[config.mk]
export PLATFORM = sky130hd
export DESIGN_NAME = frame_config_loader_flat
export DESIGN_NICKNAME = d
export VERILOG_FILES = /design/src/rtl/frame_cfg_pkg.sv /design/src/rtl/frame_config_loader_if.sv /design/src/rtl/frame_cfg_onehot_dec.sv /design/src/rtl/frame_config_loader.sv /design/src/flat_wrapper.sv
export SDC_FILE = /design/constraint.sdc
export NUM_CORES = 1
export LEC_CHECK = 0
export CAP_MARGIN = 20
export CORE_UTILIZATION = 48
export DETAILED_ROUTE_END_ITERATION = 8
export PLACE_DENSITY = 0.83
export SYNTH_ARGS = -nofsm -noshare
export SYNTH_HDL_FRONTEND = slang
export SYNTH_SLANG_ARGS = --single-unit
[constraint.sdc]
create_clock -name CLK -period 2.5 [get_ports CLK]
set_input_delay 0.5 -clock CLK [delete_from_list [all_inputs] [get_ports CLK]]
set_output_delay 0.5 -clock CLK [all_outputs]
set_load 0.1 [all_outputs]
[src/rtl/frame_cfg_pkg.sv]
// rtl/frame_cfg_pkg.sv - shared types and constants for the frame configuration loader
// Holds the loader state enum, the address-word field positions and the
// default sync/desync words.
package frame_cfg_pkg;

  typedef enum logic [2:0] {
    IDLE,
    ADDR,
    DATA,
    SETUP,
    STROBE,
    HOLD
  } state_t;

  // Address word layout: [31:27] frame index, [26:20] column index, [19:0] unused
  localparam int FRAME_IDX_MSB = 31;
  localparam int FRAME_IDX_LSB = 27;
  localparam int COL_IDX_MSB   = 26;
  localparam int COL_IDX_LSB   = 20;
  localparam int FRAME_IDX_W   = FRAME_IDX_MSB - FRAME_IDX_LSB + 1;
  localparam int COL_IDX_W     = COL_IDX_MSB - COL_IDX_LSB + 1;

  localparam logic [31:0] SYNC_WORD   = 32'hFAB0_FAB1;
  localparam logic [31:0] DESYNC_WORD = 32'hFAB0_FAB0;

endpackage

[src/rtl/frame_config_loader_if.sv]
// rtl/frame_config_loader_if.sv - bitstream word stream handshake
// Signals: s_data (word), s_valid (word valid), s_ready (sink accepts).
// master: bitstream source; slave: the loader.
interface frame_config_loader_if #(
  parameter int DATA_W = 32
) ();

  logic [DATA_W-1:0] s_data;
  logic              s_valid;
  logic              s_ready;

  modport master (output s_data, output s_valid, input s_ready);
  modport slave  (input s_data, input s_valid, output s_ready);

endinterface

[src/rtl/frame_cfg_onehot_dec.sv]
// rtl/frame_cfg_onehot_dec.sv - binary index to one-hot decoder with enable
// Ports: idx (binary index), en (enable), onehot (WIDTH bits, all zero when
// disabled or when idx >= WIDTH).
module frame_cfg_onehot_dec #(
  parameter int WIDTH = 32,
  parameter int IDX_W = 5
) (
  input  logic [IDX_W-1:0] idx,
  input  logic             en,
  output logic [WIDTH-1:0] onehot
);

  // Comparing per bit keeps out-of-range indices from selecting anything.
  always_comb begin
    onehot = '0;
    for (int i = 0; i < WIDTH; i++) begin
      onehot[i] = en && (int'(idx) == i);
    end
  end

endmodule

[src/rtl/frame_config_loader.sv]
// rtl/frame_config_loader.sv - writes bitstream frames into per-column frame latches
// Ports: CLK, resetn (async active-low); bs (bitstream stream, slave);
// FrameData (shared frame data), ColSelect (one-hot column), FrameStrobe
// (one-hot frame strobe), busy (not idle), err (sticky bad address),
// frames_written (saturating count of completed frame writes).
module frame_config_loader
  import frame_cfg_pkg::*;
#(
  parameter int          FrameBitsPerRow = 32,
  parameter int          MaxFramesPerCol = 20,
  parameter int          NumColumns      = 32,
  parameter logic [31:0] SyncWord        = SYNC_WORD,
  parameter logic [31:0] DesyncWord      = DESYNC_WORD
) (
  input  logic                       CLK,
  input  logic                       resetn,
  frame_config_loader_if.slave       bs,
  output logic [FrameBitsPerRow-1:0] FrameData,
  output logic [NumColumns-1:0]      ColSelect,
  output logic [MaxFramesPerCol-1:0] FrameStrobe,
  output logic                       busy,
  output logic                       err,
  output logic [15:0]                frames_written
);

  state_t                  state;
  logic                    ready_q;
  logic                    skip;
  logic [FRAME_IDX_W-1:0]  frame_idx;
  logic [COL_IDX_W-1:0]    col_idx;
  logic                    xfer;
  logic [FRAME_IDX_W-1:0]  in_frame;
  logic [COL_IDX_W-1:0]    in_col;
  logic                    bad_addr;
  logic [NumColumns-1:0]   col_onehot;
  logic [MaxFramesPerCol-1:0] frame_onehot;

  assign bs.s_ready = ready_q;
  assign xfer       = bs.s_valid && ready_q;
  assign in_frame   = bs.s_data[FRAME_IDX_MSB:FRAME_IDX_LSB];
  assign in_col     = bs.s_data[COL_IDX_MSB:COL_IDX_LSB];
  assign bad_addr   = (int'(in_frame) >= MaxFramesPerCol) || (int'(in_col) >= NumColumns);

  frame_cfg_onehot_dec #(.WIDTH(NumColumns), .IDX_W(COL_IDX_W)) u_col_dec (
    .idx    (col_idx),
    .en     (1'b1),
    .onehot (col_onehot)
  );

  // Enabled only during SETUP so the registered strobe is high for STROBE alone.
  frame_cfg_onehot_dec #(.WIDTH(MaxFramesPerCol), .IDX_W(FRAME_IDX_W)) u_frame_dec (
    .idx    (frame_idx),
    .en     (state == SETUP),
    .onehot (frame_onehot)
  );

  always_ff @(posedge CLK or negedge resetn) begin
    if (!resetn) begin
      state          <= IDLE;
      ready_q        <= 1'b0;
      busy           <= 1'b0;
      skip           <= 1'b0;
      frame_idx      <= '0;
      col_idx        <= '0;
      FrameData      <= '0;
      ColSelect      <= '0;
      FrameStrobe    <= '0;
      err            <= 1'b0;
      frames_written <= '0;
    end else begin
      FrameStrobe <= frame_onehot;
      case (state)
        IDLE: begin
          ready_q <= 1'b1;
          if (xfer && bs.s_data == SyncWord) begin
            state <= ADDR;
            busy  <= 1'b1;
          end
        end
        ADDR: begin
          if (xfer) begin
            if (bs.s_data == DesyncWord) begin
              state     <= IDLE;
              busy      <= 1'b0;
              ColSelect <= '0;
            end else begin
              // A bad address still consumes its data word, silently.
              frame_idx <= in_frame;
              col_idx   <= in_col;
              skip      <= bad_addr;
              if (bad_addr) err <= 1'b1;
              state <= DATA;
            end
          end
        end
        DATA: begin
          if (xfer) begin
            if (skip) begin
              skip  <= 1'b0;
              state <= ADDR;
            end else begin
              FrameData <= bs.s_data;
              ColSelect <= col_onehot;
              ready_q   <= 1'b0;
              state     <= SETUP;
            end
          end
        end
        SETUP: begin
          state <= STROBE;
        end
        STROBE: begin
          state <= HOLD;
          if (frames_written != 16'hFFFF) frames_written <= frames_written + 16'd1;
        end
        HOLD: begin
          state   <= ADDR;
          ready_q <= 1'b1;
        end
        default: begin
          state   <= IDLE;
          ready_q <= 1'b0;
          busy    <= 1'b0;
        end
      endcase
    end
  end

endmodule
[src/flat_wrapper.sv]
// flat-port wrapper written by rule: the top's interface ports become plain ports
module frame_config_loader_flat import frame_cfg_pkg::*;
#(
  parameter int          FrameBitsPerRow = 32,
  parameter int          MaxFramesPerCol = 20,
  parameter int          NumColumns      = 32,
  parameter logic [31:0] SyncWord        = SYNC_WORD,
  parameter logic [31:0] DesyncWord      = DESYNC_WORD
)
  (CLK, resetn, FrameData, ColSelect, FrameStrobe, busy, err, frames_written, bs_s_data, bs_s_valid, bs_s_ready);
  frame_config_loader_if bs_i ();
  input  logic CLK;
  input  logic resetn;
  output logic [FrameBitsPerRow-1:0] FrameData;
  output logic [NumColumns-1:0] ColSelect;
  output logic [MaxFramesPerCol-1:0] FrameStrobe;
  output logic busy;
  output logic err;
  output logic [15:0] frames_written;
  input wire logic [$bits(bs_i.s_data)-1:0] bs_s_data;
  input wire logic [$bits(bs_i.s_valid)-1:0] bs_s_valid;
  output wire logic [$bits(bs_i.s_ready)-1:0] bs_s_ready;
  assign bs_i.s_data = bs_s_data;
  assign bs_i.s_valid = bs_s_valid;
  assign bs_s_ready = bs_i.s_ready;
  frame_config_loader #(.FrameBitsPerRow(FrameBitsPerRow), .MaxFramesPerCol(MaxFramesPerCol), .NumColumns(NumColumns), .SyncWord(SyncWord), .DesyncWord(DesyncWord)) u_core (.CLK(CLK), .resetn(resetn), .bs(bs_i), .FrameData(FrameData), .ColSelect(ColSelect), .FrameStrobe(FrameStrobe), .busy(busy), .err(err), .frames_written(frames_written));
endmodule
# Word level (Yosys, flattened, before mapping)
# Index checks and enable logic that the tools add are counted.
# totals
regBits	119
latchBits	0
ram_bits	0
rom_bits	0
in_bits	35
mem_count	0
# op_classes
add_sub_neg	1
mul	0
div	0
magnitude_cmp	2
n_eq_ne	64
shift	0
mux	22
bitwise	4
n_reduce_logical	39
# op_table
cell	n
2-to-1 mux 32 bit	4
== test 7 x 6 -> 1 bit (second input constant)	16
== test 32 bit (second input constant)	2
one-hot mux 32 bit (2 select lines)	1
== test 5 bit (second input constant)	12
== test 7 x 5 -> 1 bit (second input constant)	8
== test 7 x 4 -> 1 bit (second input constant)	4
logical AND 1 bit	22
== test 5 x 4 -> 1 bit (second input constant)	4
one-hot mux 3 bit (6 select lines)	1
adder 16 x 1 -> 16 bit (second input constant)	1
!= test 16 bit (second input constant)	1
== test 7 x 3 -> 1 bit (second input constant)	2
AND reduction 3 bit	4
AND reduction 4 bit	3
== test 5 x 3 -> 1 bit (second input constant)	2
2-to-1 mux 3 bit	3
2-to-1 mux 1 bit	8
!= test 2 x 1 -> 1 bit (second input constant)	4
== test 7 x 2 -> 1 bit (second input constant)	1
>= comparator 7 x 6 -> 1 bit (second input constant)	1
zero test 7 bit	1
== test 3 x 2 -> 1 bit (second input constant)	2
== test 3 bit (second input constant)	2
other kinds (17)	23

# Depth between registers and ports, before layout
# Gate-level depths: netlist of run 1.
# logic_depth
depth_word	5
mapped_depth	8
mapped_depth_nobuf	5

# Cells and area by module
# A second synthesis of run 1 with hierarchy kept.
# hier_totals
hier_cells	424
hier_area_um2	5131.2
# by_module_without_submodules
module	n_inst	cells_per_inst	area_each_um2	seq_area_each_um2
frame_config_loader	1	349	4684.5	2977.9
frame_cfg_onehot_dec at u_core.u_col_dec	1	47	287.8	0.0
frame_cfg_onehot_dec at u_core.u_frame_dec	1	28	158.9	0.0

# Least setup slack after synthesis of run 1
# OpenSTA, ideal clock, no wires.
# synth_path
kind	reg-to-reg
from	register u_core.ready_q (netlist: u_core.bs.s_ready)
to	register u_core.FrameData[10]
t_arrival_ns	2.243
t_required_ns	2.375
slack_ns	0.132
path_stages_with_launch	5
period_less_slack_ns	2.368
path_cell_list	dfrtp_1 > nand4_1 > nor2_1 > buf_2 > mux2_2
# synth_between
elab_chain_len	2
# synth_lines
item	line_no	rtl
from (decl)	frame_config_loader.sv:27	logic ready_q;
from (signal assigned)	frame_config_loader.sv:60	ready_q <= 1'b0;
from (signal assigned)	frame_config_loader.sv:74	ready_q <= 1'b1;
from (signal assigned)	frame_config_loader.sv:104	ready_q <= 1'b0;
logical AND 1 bit	frame_config_loader.sv:39	assign xfer = bs.s_valid && ready_q;
AND reduction 3 bit (no line)	n/a	
to (signal assigned)	frame_config_loader.sv:102	FrameData <= bs.s_data;
to (decl)	frame_config_loader.sv:18	output logic [FrameBitsPerRow-1:0] FrameData,
# No other way between the ends.
# A chain may end at the register's enable or synchronous reset.

# Worst setup path after layout of run 1
# layout_path
from	input port bs_s_data[17]
to	register u_core.ColSelect[31]
# layout_between
elab_chain_len	3
# layout_lines
item	line_no	rtl
from (decl)	flat_wrapper.sv:20	input wire logic [$bits(bs_i.s_data)-1:0] bs_s_data;
== test 32 bit	frame_config_loader.sv:82	if (bs.s_data == DesyncWord) begin
!= test 2 x 1 -> 1 bit (no line)	n/a	
AND reduction 5 bit (no line)	n/a	
to (signal assigned)	frame_config_loader.sv:103	ColSelect <= col_onehot;
to (decl)	frame_config_loader.sv:19	output logic [NumColumns-1:0] ColSelect,
# No other way between the ends.

==> results.yml, run 1 <==
outcome:
  outcome: "completed"
synth:
  synth_edf_count: 0
  yosys.cell_types.count: 45
  ys_warn_count: 0
  avgSynthCellArea_um2: 12.89
  synth-seq-cells: 119
  synth_area_mm2: 0.004886
  synth_flop_cell: "dfrtp_1"
  synth_nets: 415
  synthCells: 379
  synthArstFlopShare: 1.000
  synth-seq-area-share: 0.6095
route:
  via_per_inst: 5.245
  firstDrtPassIters: 4
  wire_per_inst_um: 16.70
  drc: 0
  detailedRoute.firstIterationViolations: 162
  ant_nets: 0
  routed_wl_mm: 11.47
  vias: 3603
setup_path:
  cp_data_arrival_time_ns: 2.75
  cp_data_required_time_ns: 2.87
  crit_fanout: 13
  cp_cell_sequence: "clkdlybuf4s50_1, nor4_1, nand4_1, nor4_4, a21oi_2, buf_4, o2bb2ai_1"
  cp-end-kind: "flip-flop"
  start_kind: "input pin"
  cpPeakStageDelay_ns: 0.46
  path_class: "input pin to flip-flop"
  cp_slowest_cell: "nor4_1"
cells_and_area:
  stdcell_count: 687
  stdcell_area_mm2: 0.006922
  area_growth_pct: 41.66
  fin_nets: 577
  layout_commonest_cell: "buf_4"
  layout-drive-gt1-share: 0.3899
  layout_common_cells: "buf_4, dfrtp_1, mux2_2"
  diodes: 0
  finalCoreUtilization: 0.7049
placed_design:
  dp_cells: 654
  gp_congestion: 0.8201
  io_buffers: 137
  place_area_mm2: 0.006269
  hpwl_mm: 8.174
  dpl_worst_slack_ns: -0.4158
global_route:
  antenna_found_initial: 0
  grt_pass1_wl_mm: 18.15
  grt_overflow: 0
  grt_max_degree: 51
  grt_pass1_vias: 3580
  grt_usage: 0.2293
hold_path:
  hold_class: "input pin to async pin"
sta:
  rsz0062_at_grt: "no"
  tightestPinTransition_ns: 0.6579
  relSlewSlack: 0.5580
  hold_slack_ns: 0.4455
  min_period_ns: 2.380
  setup_violations: 0
  finalClockSkew_ns: 0.008937
  slew_viol_final: 0
  max_freq_ghz: 0.4202
  period_share: 0.9519
  setup_ws_ns: 0.1203
  hold_viol: 0
clock_tree:
  cts_root_buffer: "clkbuf_8"
  cts_made_buffers: 17
  cts_tree: "done"
  cts_num_sinks: 119
  clk_latency_ns: 0.51
  postCtsResizedCells: 0
  cts_htree_levels: 4
  clkTransAtPathRegs_ns: 0.06
  clk_path_buf_depth: 2
floorplanning:
  initial_core_util: 0.4976
  num_io_pins: 138
  die_y_um: 102.9
  rows: 36
  die_w_um: 102.9
  die_area_mm2: 0.01059
  core_mm2: 0.009819
power_and_ir_drop:
  ir_drop_v: 0.0004704
  power_density_mw_per_mm2: 676.6
  p_leak_nw: 3.425
flow_run:
  maxCapViolCount: 0
through the flow:
| step | setup TNS, ns | power [mW] |
|---|---|---|
| floorplan | 0 | 1.974 |
| finish | 0 | 4.683 |
| detailed placement | -16.52 | 2.100 |
| global route | 0 | 4.817 |
| global placement | -10.85 | 2.098 |
| CTS | 0 | 4.719 |
cell families (layout without fill, tap and decap cells):
kind of cell / count (synthesis) / in the layout / synth area share
adder cells (fa/ha/maj): 1 / 1 / 0.002560
AO/OA/AOI/OAI: 42 / 42 / 0.06761
flip-flops: 119 / 119 / 0.6095
multiplexers: 54 / 54 / 0.1327
buffers and inverters: 18 / 193 / 0.01895
AND/OR/NAND/NOR: 130 / 130 / 0.1419
XOR/XNOR: 15 / 15 / 0.02689
path summary, 6_finish.rpt:
kind / from / endpoint / slack [ns] / cells after the start
max: bs_s_data[17] / u_core.ColSelect[31] / 0.12 / 7
min: resetn / u_core.FrameStrobe[6] / 0.45 / 2
max reg2reg: u_core.state[2] / u_core.ColSelect[13] / 0.33 / 5
min reg2reg: u_core.err / u_core.err / 0.46 / 1
max in group asynchronous: resetn / u_core.ColSelect[23] / 1.40 / 3
min in group CLK: u_core.err / u_core.err / 0.46 / 1
report_power, final:
part / leakage [nW] / total, mW / internal, mW / switching, mW
Combinational: 1.46 / 0.138 / 0.0700 / 0.0684
Clock: 0.310 / 2.62 / 1.76 / 0.852
Sequential: 1.66 / 1.93 / 1.93 / 0.000119
Total: 3.42 / 4.68 / 3.76 / 0.921
Yosys cell counts (5+ instances only):
cell | number | area, µm²
o2bb2ai_1 | 24 | 210.2
nand2_1 | 29 | 108.9
mux2_4 | 11 | 165.2
buf_2 | 5 | 25.02
nor2_1 | 31 | 116.4
nor2b_1 | 6 | 37.54
nand4_1 | 12 | 75.07
clkbuf_1 | 5 | 18.77
nand2b_1 | 5 | 31.28
nand3_1 | 10 | 50.05
mux2_2 | 42 | 473.0
nor3_1 | 9 | 45.04
dfrtp_1 | 119 | 2978
xnor2_1 | 11 | 96.34
sequential cells by signal, indices dropped and copies added, names as in the netlist, 3 cells and up:
signal                 flops
u_core.ColSelect          32
u_core.FrameStrobe        20
u_core.state               3
u_core.col_idx             7
u_core.FrameData          32
u_core.frame_idx           5
u_core.frames_written     16
worst max-delay path, delay by kind of cell:
kind            cells  cell delay [ns]
compound gates      2             0.39
buf+inv             2             0.67
simple gates        3             1.19
per-layer routing:
| metal | wire [µm] | global-route usage | vias up |
|---|---|---|---|
| li1 | - | - | 1700 |
| met1 | 5061 | 0.2983 | 1789 |
| met2 | 5689 | 0.3641 | 110 |
| met3 | 643 | 0.06915 | 4 |
| met4 | 76 | 0.08559 | 0 |
| met5 | 0 | 0 | - |
area by class of cell:
| type | count | area [µm²] |
|---|---|---|
| tap | 133 | 166.4 |
| clock buffer | 19 | 441.7 |
| fill | 738 | 2898 |
| multi-input combinational | 242 | 1823 |
| clock inverter | 13 | 201.4 |
| timing repair buffer | 159 | 1304 |
| sequential | 119 | 2978 |
| inverter | 2 | 7.507 |
timing repair:
| action | CTS | global route |
|---|---|---|
| hold buffers | 1 | 0 |
| buffers inserted | 0 | 0 |
| hold endpoints to repair | 23 | 0 |
No activity file was read; power rests on OpenSTA's default activity.
==> inputs of run 2 (changes only) <==
Settings changed: ABC_CLOCK_PERIOD_IN_PS set to 2500.
==> results of run 2 <==
No change in the layout: final DEF, timing and power equal those of run 1.
